$ cat src/rtl/aim_noc_network_interface.sv
// Local-port network interface between a mesh node's core and its NoC router.
// TX packetises core words into HEAD/BODY/TAIL flits; RX depacketises into a buffered stream.
module aim_noc_network_interface #(
    parameter int unsigned FLIT_W    = 64,
    parameter int unsigned COORD_W   = 4,
    parameter int unsigned MY_X      = 0,
    parameter int unsigned MY_Y      = 0,
    parameter int unsigned RX_DEPTH  = 8,
    localparam int unsigned PAYLOAD_W = FLIT_W - 3
) (
    input  logic                 clk,
    input  logic                 reset,
    input  logic                 tx_valid,
    output logic                 tx_ready,
    input  logic [PAYLOAD_W-1:0] tx_data,
    input  logic                 tx_last,
    input  logic [COORD_W-1:0]   tx_dest_x,
    input  logic [COORD_W-1:0]   tx_dest_y,
    input  logic                 inj_stall,
    output logic [FLIT_W-1:0]    local_in,
    input  logic [FLIT_W-1:0]    local_out,
    output logic                 rx_valid,
    input  logic                 rx_ready,
    output logic [PAYLOAD_W-1:0] rx_data,
    output logic                 rx_last,
    output logic [COORD_W-1:0]   rx_src_x,
    output logic [COORD_W-1:0]   rx_src_y,
    output logic                 rx_overflow,
    output logic                 rx_err,
    output logic [15:0]          tx_pkt_cnt,
    output logic [15:0]          rx_pkt_cnt
);

    localparam int unsigned AW       = $clog2(RX_DEPTH);
    localparam int unsigned PTR_W    = AW + 1;
    localparam int unsigned HEAD_PAD = PAYLOAD_W - 4 * COORD_W;

    localparam logic [1:0] T_HEAD = 2'b01;
    localparam logic [1:0] T_BODY = 2'b10;
    localparam logic [1:0] T_TAIL = 2'b11;

    typedef enum logic [0:0] {TX_IDLE, TX_BODY} tx_state_t;
    typedef enum logic [1:0] {RX_IDLE, RX_PKT, RX_DISCARD} rx_state_t;

    typedef struct packed {
        logic [PAYLOAD_W-1:0] data;
        logic                 last;
        logic [COORD_W-1:0]   src_x;
        logic [COORD_W-1:0]   src_y;
    } rx_entry_t;

    tx_state_t tx_state;
    rx_state_t rx_state;

    // ---------------- TX ----------------
    assign tx_ready = (tx_state == TX_BODY) && !inj_stall;

    always_ff @(posedge clk) begin
        if (!reset) begin
            tx_state   <= TX_IDLE;
            local_in   <= '0;
            tx_pkt_cnt <= '0;
        end else begin
            local_in <= '0;
            case (tx_state)
                TX_IDLE: begin
                    if (tx_valid && !inj_stall) begin
                        local_in <= {1'b1, T_HEAD, tx_dest_x, tx_dest_y,
                                     COORD_W'(MY_X), COORD_W'(MY_Y), {HEAD_PAD{1'b0}}};
                        tx_state <= TX_BODY;
                    end
                end
                TX_BODY: begin
                    if (tx_valid && tx_ready) begin
                        local_in <= {1'b1, (tx_last ? T_TAIL : T_BODY), tx_data};
                        if (tx_last) begin
                            tx_state <= TX_IDLE;
                            if (tx_pkt_cnt != 16'hFFFF) tx_pkt_cnt <= tx_pkt_cnt + 16'd1;
                        end
                    end
                end
            endcase
        end
    end

    // ---------------- RX flit decode ----------------
    logic                 flit_v;
    logic [1:0]           flit_type;
    logic [PAYLOAD_W-1:0] flit_field;
    logic [COORD_W-1:0]   hd_dx, hd_dy, hd_sx, hd_sy;
    logic                 is_head, is_data, is_tail, head_for_me;

    assign flit_v      = local_out[FLIT_W-1];
    assign flit_type   = local_out[FLIT_W-2 -: 2];
    assign flit_field  = local_out[PAYLOAD_W-1:0];
    assign hd_dx       = flit_field[PAYLOAD_W-1 -: COORD_W];
    assign hd_dy       = flit_field[PAYLOAD_W-1-COORD_W -: COORD_W];
    assign hd_sx       = flit_field[PAYLOAD_W-1-2*COORD_W -: COORD_W];
    assign hd_sy       = flit_field[PAYLOAD_W-1-3*COORD_W -: COORD_W];
    assign is_head     = flit_v && (flit_type == T_HEAD);
    assign is_tail     = flit_v && (flit_type == T_TAIL);
    assign is_data     = flit_v && ((flit_type == T_BODY) || (flit_type == T_TAIL));
    assign head_for_me = (hd_dx == COORD_W'(MY_X)) && (hd_dy == COORD_W'(MY_Y));

    // ---------------- RX FIFO ----------------
    rx_entry_t          fifo_mem [RX_DEPTH];
    rx_entry_t          head_entry;
    logic [PTR_W-1:0]   wr_ptr, rd_ptr;
    logic [COORD_W-1:0] src_x_q, src_y_q;
    logic               full, push, pop, push_ok;

    assign rx_valid = (wr_ptr != rd_ptr);
    assign full     = (wr_ptr[AW] != rd_ptr[AW]) && (wr_ptr[AW-1:0] == rd_ptr[AW-1:0]);
    assign pop      = rx_valid && rx_ready;
    assign push     = (rx_state == RX_PKT) && is_data;
    // A full FIFO still accepts when the head leaves in the same cycle.
    assign push_ok  = push && (!full || pop);

    assign head_entry = fifo_mem[rd_ptr[AW-1:0]];
    assign rx_data    = head_entry.data;
    assign rx_last    = head_entry.last;
    assign rx_src_x   = head_entry.src_x;
    assign rx_src_y   = head_entry.src_y;

    always_ff @(posedge clk) begin
        if (push_ok) begin
            fifo_mem[wr_ptr[AW-1:0]] <= '{data: flit_field, last: is_tail,
                                         src_x: src_x_q, src_y: src_y_q};
        end
    end

    // ---------------- RX FSM, pointers and status ----------------
    always_ff @(posedge clk) begin
        if (!reset) begin
            rx_state    <= RX_IDLE;
            wr_ptr      <= '0;
            rd_ptr      <= '0;
            src_x_q     <= '0;
            src_y_q     <= '0;
            rx_overflow <= 1'b0;
            rx_err      <= 1'b0;
            rx_pkt_cnt  <= '0;
        end else begin
            rx_err <= 1'b0;
            case (rx_state)
                RX_IDLE: begin
                    if (is_head) begin
                        if (head_for_me) begin
                            src_x_q  <= hd_sx;
                            src_y_q  <= hd_sy;
                            rx_state <= RX_PKT;
                        end else begin
                            rx_err   <= 1'b1;
                            rx_state <= RX_DISCARD;
                        end
                    end else if (is_data) begin
                        rx_err <= 1'b1;
                    end
                end
                RX_PKT: begin
                    // A new HEAD mid-packet is an error but restarts capture from it.
                    if (is_head) begin
                        rx_err <= 1'b1;
                        if (head_for_me) begin
                            src_x_q <= hd_sx;
                            src_y_q <= hd_sy;
                        end else begin
                            rx_state <= RX_DISCARD;
                        end
                    end else if (is_tail) begin
                        rx_state <= RX_IDLE;
                        if (push_ok && rx_pkt_cnt != 16'hFFFF) rx_pkt_cnt <= rx_pkt_cnt + 16'd1;
                    end
                end
                RX_DISCARD: begin
                    if (is_tail) rx_state <= RX_IDLE;
                end
                default: rx_state <= RX_IDLE;
            endcase

            if (push_ok) wr_ptr <= wr_ptr + PTR_W'(1);
            if (pop)     rd_ptr <= rd_ptr + PTR_W'(1);
            if (push && !push_ok) rx_overflow <= 1'b1;
        end
    end

endmodule

$ cat config.mk
export PLATFORM = sky130hd
export DESIGN_NAME = aim_noc_network_interface
export DESIGN_NICKNAME = d
export VERILOG_FILES = /design/src/rtl/aim_noc_network_interface.sv
export SDC_FILE = /design/constraint.sdc
export NUM_CORES = 1
export LEC_CHECK = 0
export BUFFER_PORTS_ARGS = -buffer_cell sky130_fd_sc_hd__clkbuf_2
export CAP_MARGIN = 20
export CORE_MARGIN = 2
export CORE_UTILIZATION = 25
export CTS_BUF_LIST = sky130_fd_sc_hd__clkbuf_4
export CTS_CLUSTER_SIZE = 14
export DETAILED_ROUTE_END_ITERATION = 10
export HOLD_SLACK_MARGIN = 0.06
export PLACE_DENSITY_LB_ADDON = 0.15
export SYNTH_ARGS = -nofsm -noshare
export SYNTH_HDL_FRONTEND = slang
export SYNTH_SLANG_ARGS = --single-unit
$ cat constraint.sdc
create_clock -name clk -period 14.37 [get_ports clk]
set_input_delay 2.874 -clock clk [delete_from_list [all_inputs] [get_ports clk]]
set_output_delay 2.874 -clock clk [all_outputs]
set_load 0.05 [all_outputs]
Yosys cells after proc, flatten, opt, wreduce, memory -nomap -nowiden
Memory sizes are Yosys's and may differ from the RTL's. A register that Yosys moved wholly into a read port is not among the register bits.
Index checks and enable logic that the tools add are counted.

cells by class
  mux-type cells = 23
  equality and inequality tests = 12
  bitwise logic cells = 2
  reduce and logical (&&, ||, !) cells = 26
  add/sub/neg operators = 4

operator list
  cell                                                             number
  64-bit 2-to-1 mux                                                2
  64-bit one-hot mux with 2 select lines                           1
  16-bit by 1-bit adder with 16-bit output, second input constant  2
  16-bit inequality test, second input constant                    2
  1-bit logical AND                                                13
  1-bit 2-to-1 mux                                                 10
  2-bit 2-to-1 mux                                                 5
  4-bit by 1-bit adder with 4-bit output, second input constant    2
  4-bit logical NOT                                                2
  4-bit AND reduction                                              2
  2-bit == test, second input constant                             3
  3-bit 2-to-1 mux                                                 2
  2-bit one-hot mux with 3 select lines                            1
  2-bit by 1-bit == test with 1-bit output, second input constant  2
  4-bit inequality test                                            1
  1-bit one-hot mux with 2 select lines                            2
  3-bit == test                                                    1
  1-bit logical NOT                                                3
  3-bit inequality test, second input constant                     1
  3-bit AND reduction                                              1
  2-bit logical NOT                                                1
  1-bit logical OR                                                 2
  2-bit inequality test, second input constant                     1
  1-bit inverter                                                   2
  3 further kinds                                                  3

storage, ports and cells
  input port bits = 139
  register bits = 117
  memory bits (writable) = 560
  memories = 1

memories
  name      words  bits a word  read ports  clocked after memory_dff  write ports  RTL line  text
  fifo_mem  8      70           1           1                         1            106       rx_entry_t fifo_mem [RX_DEPTH];

Logic depth before layout (Yosys ltp)
  depth in word-level cells = 7
  depth in mapped cells = 6

Worst setup path after synthesis
OpenSTA, ideal clock, no wires.

  path type = input-to-reg
  from = in local_out[63]
  to = mem fifo_mem[2][0] (netlist bit), enable pin
  arrival time = 10569 ps
  setup slack = 3106 ps
  setup time = 695 ps
  data required time = 13675 ps
  stages = 4
  cells stage by stage = and4b_1 > buf_2 > o21ai_4 > nor4b_1

between the ends
  longest elaborated chain between the ends = 5

RTL lines
  item                                    RTL line  text
  from (decl)                             21        input logic [FLIT_W-1:0] local_out,
  1-bit logical AND                       102       assign is_data = flit_v && ((flit_type == T_BODY) || (flit_type == T_TAIL));
  1-bit logical AND                       115       assign push = (rx_state == RX_PKT) && is_data;
  1-bit logical AND                       117       assign push_ok = push && (!full || pop);
  1-bit 2-to-1 mux                        126       if (push_ok) begin
  1-bit 2-to-1 mux (implied by the code)  127       fifo_mem[wr_ptr[AW-1:0]] <= '{data: flit_field, last: is_tail,
  to (decl)                               106

No other way between the ends.

==> out/results.md <==
| Stage | Quantity | Value |
|---|---|---|
| outcome | Run status | completed |
| min path | Startpoint of the worst hold path | rx_overflow$_SDFFE_PN0P_ |
| synth | Per-instance average area after synthesis | 20.1 um2 |
| critical path | Worst R2R Start | wr_ptr[2]$_SDFFE_PN0P_ |
| timing | Final worst path period share | 0.509 |
| floorplan | Die Span X | 323 um |
| pwr | Combinational cell fraction of total power | 0.015 |
| placement | Place WS | 7900 ps |
| global routing | Total global routing overflow | 0 |
| floorplan | Row cnt | 117 |
| timing | Final clock skew | 50.8 ps |
| drt | Mean routed wirelength per cell | 20.1 um |
| timing | Fmax | 137 MHz |
| synth | Simple logic cell fraction of the synthesized area | 0.0441 |
| critical path | Endpoint type of the worst setup path | output pin |
| clock tree | H-tree depth reported by CTS | 4 |
| placement | Final HPWL DP | 36.7 mm |
| clock tree | Hold-fix buffer count after cts | 0 |
| flow run | # Max-Cap Violations | 0 |
| pwr | Worst supply voltage drop on vdd | 0.0000755 V |
| timing | Max Slew Vio Count | 0 |
| timing | Final worst-path setup slack | 7060 ps |
| pwr | Internal power component | 3.07 mW |
| pwr | Share of power burned in the clock network | 0.443 |
| floorplan | Io pins | 309 |
| global routing | Met2 track demand over resource | 0.214 |
| critical path | Arrival time at the worst endpoint | 4440 ps |
| synth | Dominant synthesized flop cell | sky130_fd_sc_hd__edfxtp_1 |
| floorplan | Height of the chip | 323 um |
| synth | Post-synth cell types | 59 |
| critical path | Largest driver fanout on the critical path | 46 |
| floorplan | Floorplan core area | 101000 um2 |
| global routing | Initial antenna violation count | 5 |
| timing | Setup-violating endpoint count in the final report | 0 |
| drt | DRC violation count after routing | 0 |
| final layout | Area grow syn2layout | 22.2% |
| synth | Number of enable flip-flop cells after synthesis | 560 |
| timing | Tmin final | 7310 ps |
| synth | Leading cell types by total area after synthesis | sky130_fd_sc_hd__edfxtp_1 66%, sky130_fd_sc_hd__mux4_2 12%, sky130_fd_sc_hd__dfxtp_1 9.4% |
| synth | Number of register bits inferred by synthesis | 680 |
| floorplan | Die outline area | 104000 um2 |
| clock tree | Clock slew at reported path FFs | 60 ps |
| global routing | Global Route met3 Usage | 0.0470 |
| synth | Adder-cell share of the synthesized area | 0.00197 |
| min path | Type of the tightest min-delay check | register to register |
| critical path | Required time worst endpoint | 11500 ps |
| global routing | Largest net degree at the start of global routing | 55 |
| final layout | Number of nets in the final layout | 1871 |
| timing | Transition time at the pin with the least slew margin | 986 ps |
| global routing | Number of global-route vias before repair | 15200 |
| pwr | Cell Pwr Density | 126 nW/um2 |
| final layout | Share of cells above drive strength 1 | 0.464 |
| drt | Initial DRC Count | 682 |
| drt | Remaining antenna violation count | 0 |
| global routing | Total routing resource utilization after global routing | 0.127 |
| synth | Share of the yosys chip area belonging to registers | 0.755 |
| synth | Cell type contributing the most total cell area after synthesis | sky130_fd_sc_hd__edfxtp_1 |
| synth | Post-synthesis net count | 1409 |
| drt | Via density per instance | 4.23 |
| clock tree | Clock latency of the later-clocked register in the worst-skew pair | 1020 ps |
| synth | Portion of synthesized cell area occupied by the leading cell type | 0.660 |
| timing | Final hold violation count | 0 |
| clock tree | PostCTS Resize Cnt | 0 |
| timing | Sum of negative setup slack | 0 ps |
| synth | Share of async-settable or async-resettable flops after synthesis | 0 |
| global routing | Wire length of the first global-routing pass | 95.8 mm |
| pwr | Switching share of total power | 0.219 |
| placement | IO Port Bufs | 308 |
| clock tree | CTS Buf Count | 187 |
| synth | Ys Warns | 0 |
| pwr | Standby leakage power | 10.7 nW |
| clock tree | Clock tree from TritonCTS | yes |
| critical path | Crit path kind | register to output pin |
| drt | Aggregate routed wire length | 65.2 mm |
| synth | Cell with the most instances after synthesis | sky130_fd_sc_hd__edfxtp_1 |
| synth | Multiplexer fraction of the synthesized cell area | 0.163 |
| floorplan | Initial Util | 0.251 |
| synth | Largest family of logic cells by synthesized area | multiplexers |
| synth | Mapped Area | 25500 um2 |
| global routing | Fraction of met1 tracks used by global routing | 0.144 |
| drt | Count of vias placed by the detailed router | 13700 |
| clock tree | Buffers inserted during post-CTS setup optimization | 0 |
| synth | Post-synthesis share of cell area spent on xor and xnor gates | 0.00816 |
| critical path | Element type at the critical path start | register |
| clock tree | CTS Sinks | 680 |
| timing | Unrepaired setup endpoints after global routing | false |
| synth | Number of standard cells after synthesis | 1266 |
| synth | Complex-gate fraction of the synthesized area | 0.0160 |
| synth | Most frequent cells after synthesis | 560 x sky130_fd_sc_hd__edfxtp_1, 140 x sky130_fd_sc_hd__mux4_2, 120 x sky130_fd_sc_hd__dfxtp_1 |
| global routing | GR peak layer | met2 |
| placement | Weighted congestion at the end of routability-driven global placement | 0.824 |
| timing | Slew margin rel. | 0.343 |
| pwr | P_sw | 0.860 mW |
| pwr | Portion of total power attributed to sequential cells | 0.542 |
| drt | Number of detailed-route iterations in the first pass | 4 |
| clock tree | Root Driver | sky130_fd_sc_hd__clkbuf_4 |
| clock tree | Clock buffer depth | 3 |
==> cell families (layout without fill, tap and decap cells) <==
group / Yosys count / count (layout)
flip-flops: 680 / 680
AO/OA/AOI/OAI: 55 / 55
buffers and inverters: 71 / 680
XOR/XNOR: 22 / 22
adder cells (fa/ha/maj): 4 / 4
AND/OR/NAND/NOR: 203 / 203
multiplexers: 231 / 231
other: 0 / 1
==> power by group through the flow <==
| stage | registers, mW | logic [mW] | clock network (mW) |
|---|---|---|---|
| floorplan | 2.18 | 0.00996 | 0 |
| global placement | 2.17 | 0.0591 | 0 |
| detailed placement | 2.17 | 0.0615 | 0 |
| CTS | 2.13 | 0.0615 | 1.84 |
| global route | 2.13 | 0.0670 | 1.94 |
| finish | 2.13 | 0.0603 | 1.74 |
==> final timing paths <==
check	cells after the start	slack, ps	to
setup / recovery	5	7060	rx_src_y[0]
hold / removal	2	470	rx_overflow$_SDFFE_PN0P_
setup reg to reg	7	10720	fifo_mem[5][25]$_DFFE_PP_
hold reg to reg	2	470	rx_overflow$_SDFFE_PN0P_
==> layout by cell type (no fill, tap or decap), drive strengths merged, types with 2 or more instances in the layout <==
cell type | Yosys | layout
nor3 | 12 | 12
nand4 | 8 | 8
bufinv | 0 | 2
a211oi | 4 | 4
o41ai | 3 | 3
mux2i | 20 | 20
mux4 | 140 | 140
nor2 | 43 | 43
nor4b | 2 | 2
or3 | 11 | 11
nand3 | 15 | 15
buf | 27 | 24
nor3b | 3 | 3
nand2 | 28 | 28
xor2 | 9 | 9
and4 | 5 | 5
a21oi | 17 | 17
o21a | 3 | 3
o2111ai | 2 | 2
edfxtp | 560 | 560
nor4 | 4 | 4
o21ai | 15 | 15
nand2b | 5 | 5
a2111oi | 2 | 2
or4 | 2 | 2
and2 | 54 | 54
o311ai | 2 | 2
clkinv | 1 | 47
clkbuf | 32 | 588
clkinvlp | 0 | 2
nand3b | 2 | 2
xnor2 | 13 | 13
dfxtp | 120 | 120
ha | 4 | 4
inv | 11 | 17
and3 | 4 | 4
mux2 | 71 | 71
a31oi | 3 | 3
==> through the flow <==
| stage | cells | power, mW | utilization | cell area, um2 | hold slack [ps] |
|---|---|---|---|---|---|
| floorplan | 1266 | 2.19 | - | 25500 | 467 |
| global placement | 2906 | 2.23 | 0.283 | 28700 | 463 |
| detailed placement | 2906 | 2.23 | 0.283 | 28700 | 465 |
| CTS | 3242 | 4.04 | 0.307 | 31100 | 480 |
| global route | 3244 | 4.14 | 0.307 | 31100 | 523 |
| finish | 3244 | 3.93 | 0.307 | 31100 | 471 |
==> layer usage <==
metal	wire, um	part of all wire	vias up
li1	-	-	6152
met1	26500	0.41	6984
met2	32200	0.49	454
met3	4590	0.070	139
met4	1790	0.028	8
met5	53	0.00081	-
==> cell type report <==
type	count	area [um2]
Antenna cell	1	2.50
Clock buffer	280	2100
Timing Repair Buffer	332	1730
Tap cell	1368	1710
Multi-Input combinational cell	515	5990
Fill cell	10100	70300
Sequential cell	680	19200
Clock inverter	56	307
Inverter	12	45.0
==> registers in the layout, indices dropped and copies added, names as in the netlist, named ones only <==
name,cells
local_in,64
tx_state,1
rx_overflow,1
rx_err,1
rd_ptr,4
wr_ptr,4
src_x_q,4
src_y_q,4
rx_state,2
fifo_mem,560
tx_pkt_cnt,16
rx_pkt_cnt,16
==> worst max-delay path, stage by stage (launching register included) <==
cell,delay [ps]
sky130_fd_sc_hd__dfxtp_4,610
sky130_fd_sc_hd__buf_4,710
sky130_fd_sc_hd__buf_4,880
sky130_fd_sc_hd__mux4_2,600
sky130_fd_sc_hd__mux2_2,290
sky130_fd_sc_hd__clkbuf_2,280
Note: power is estimated with default switching activity, not from simulation.
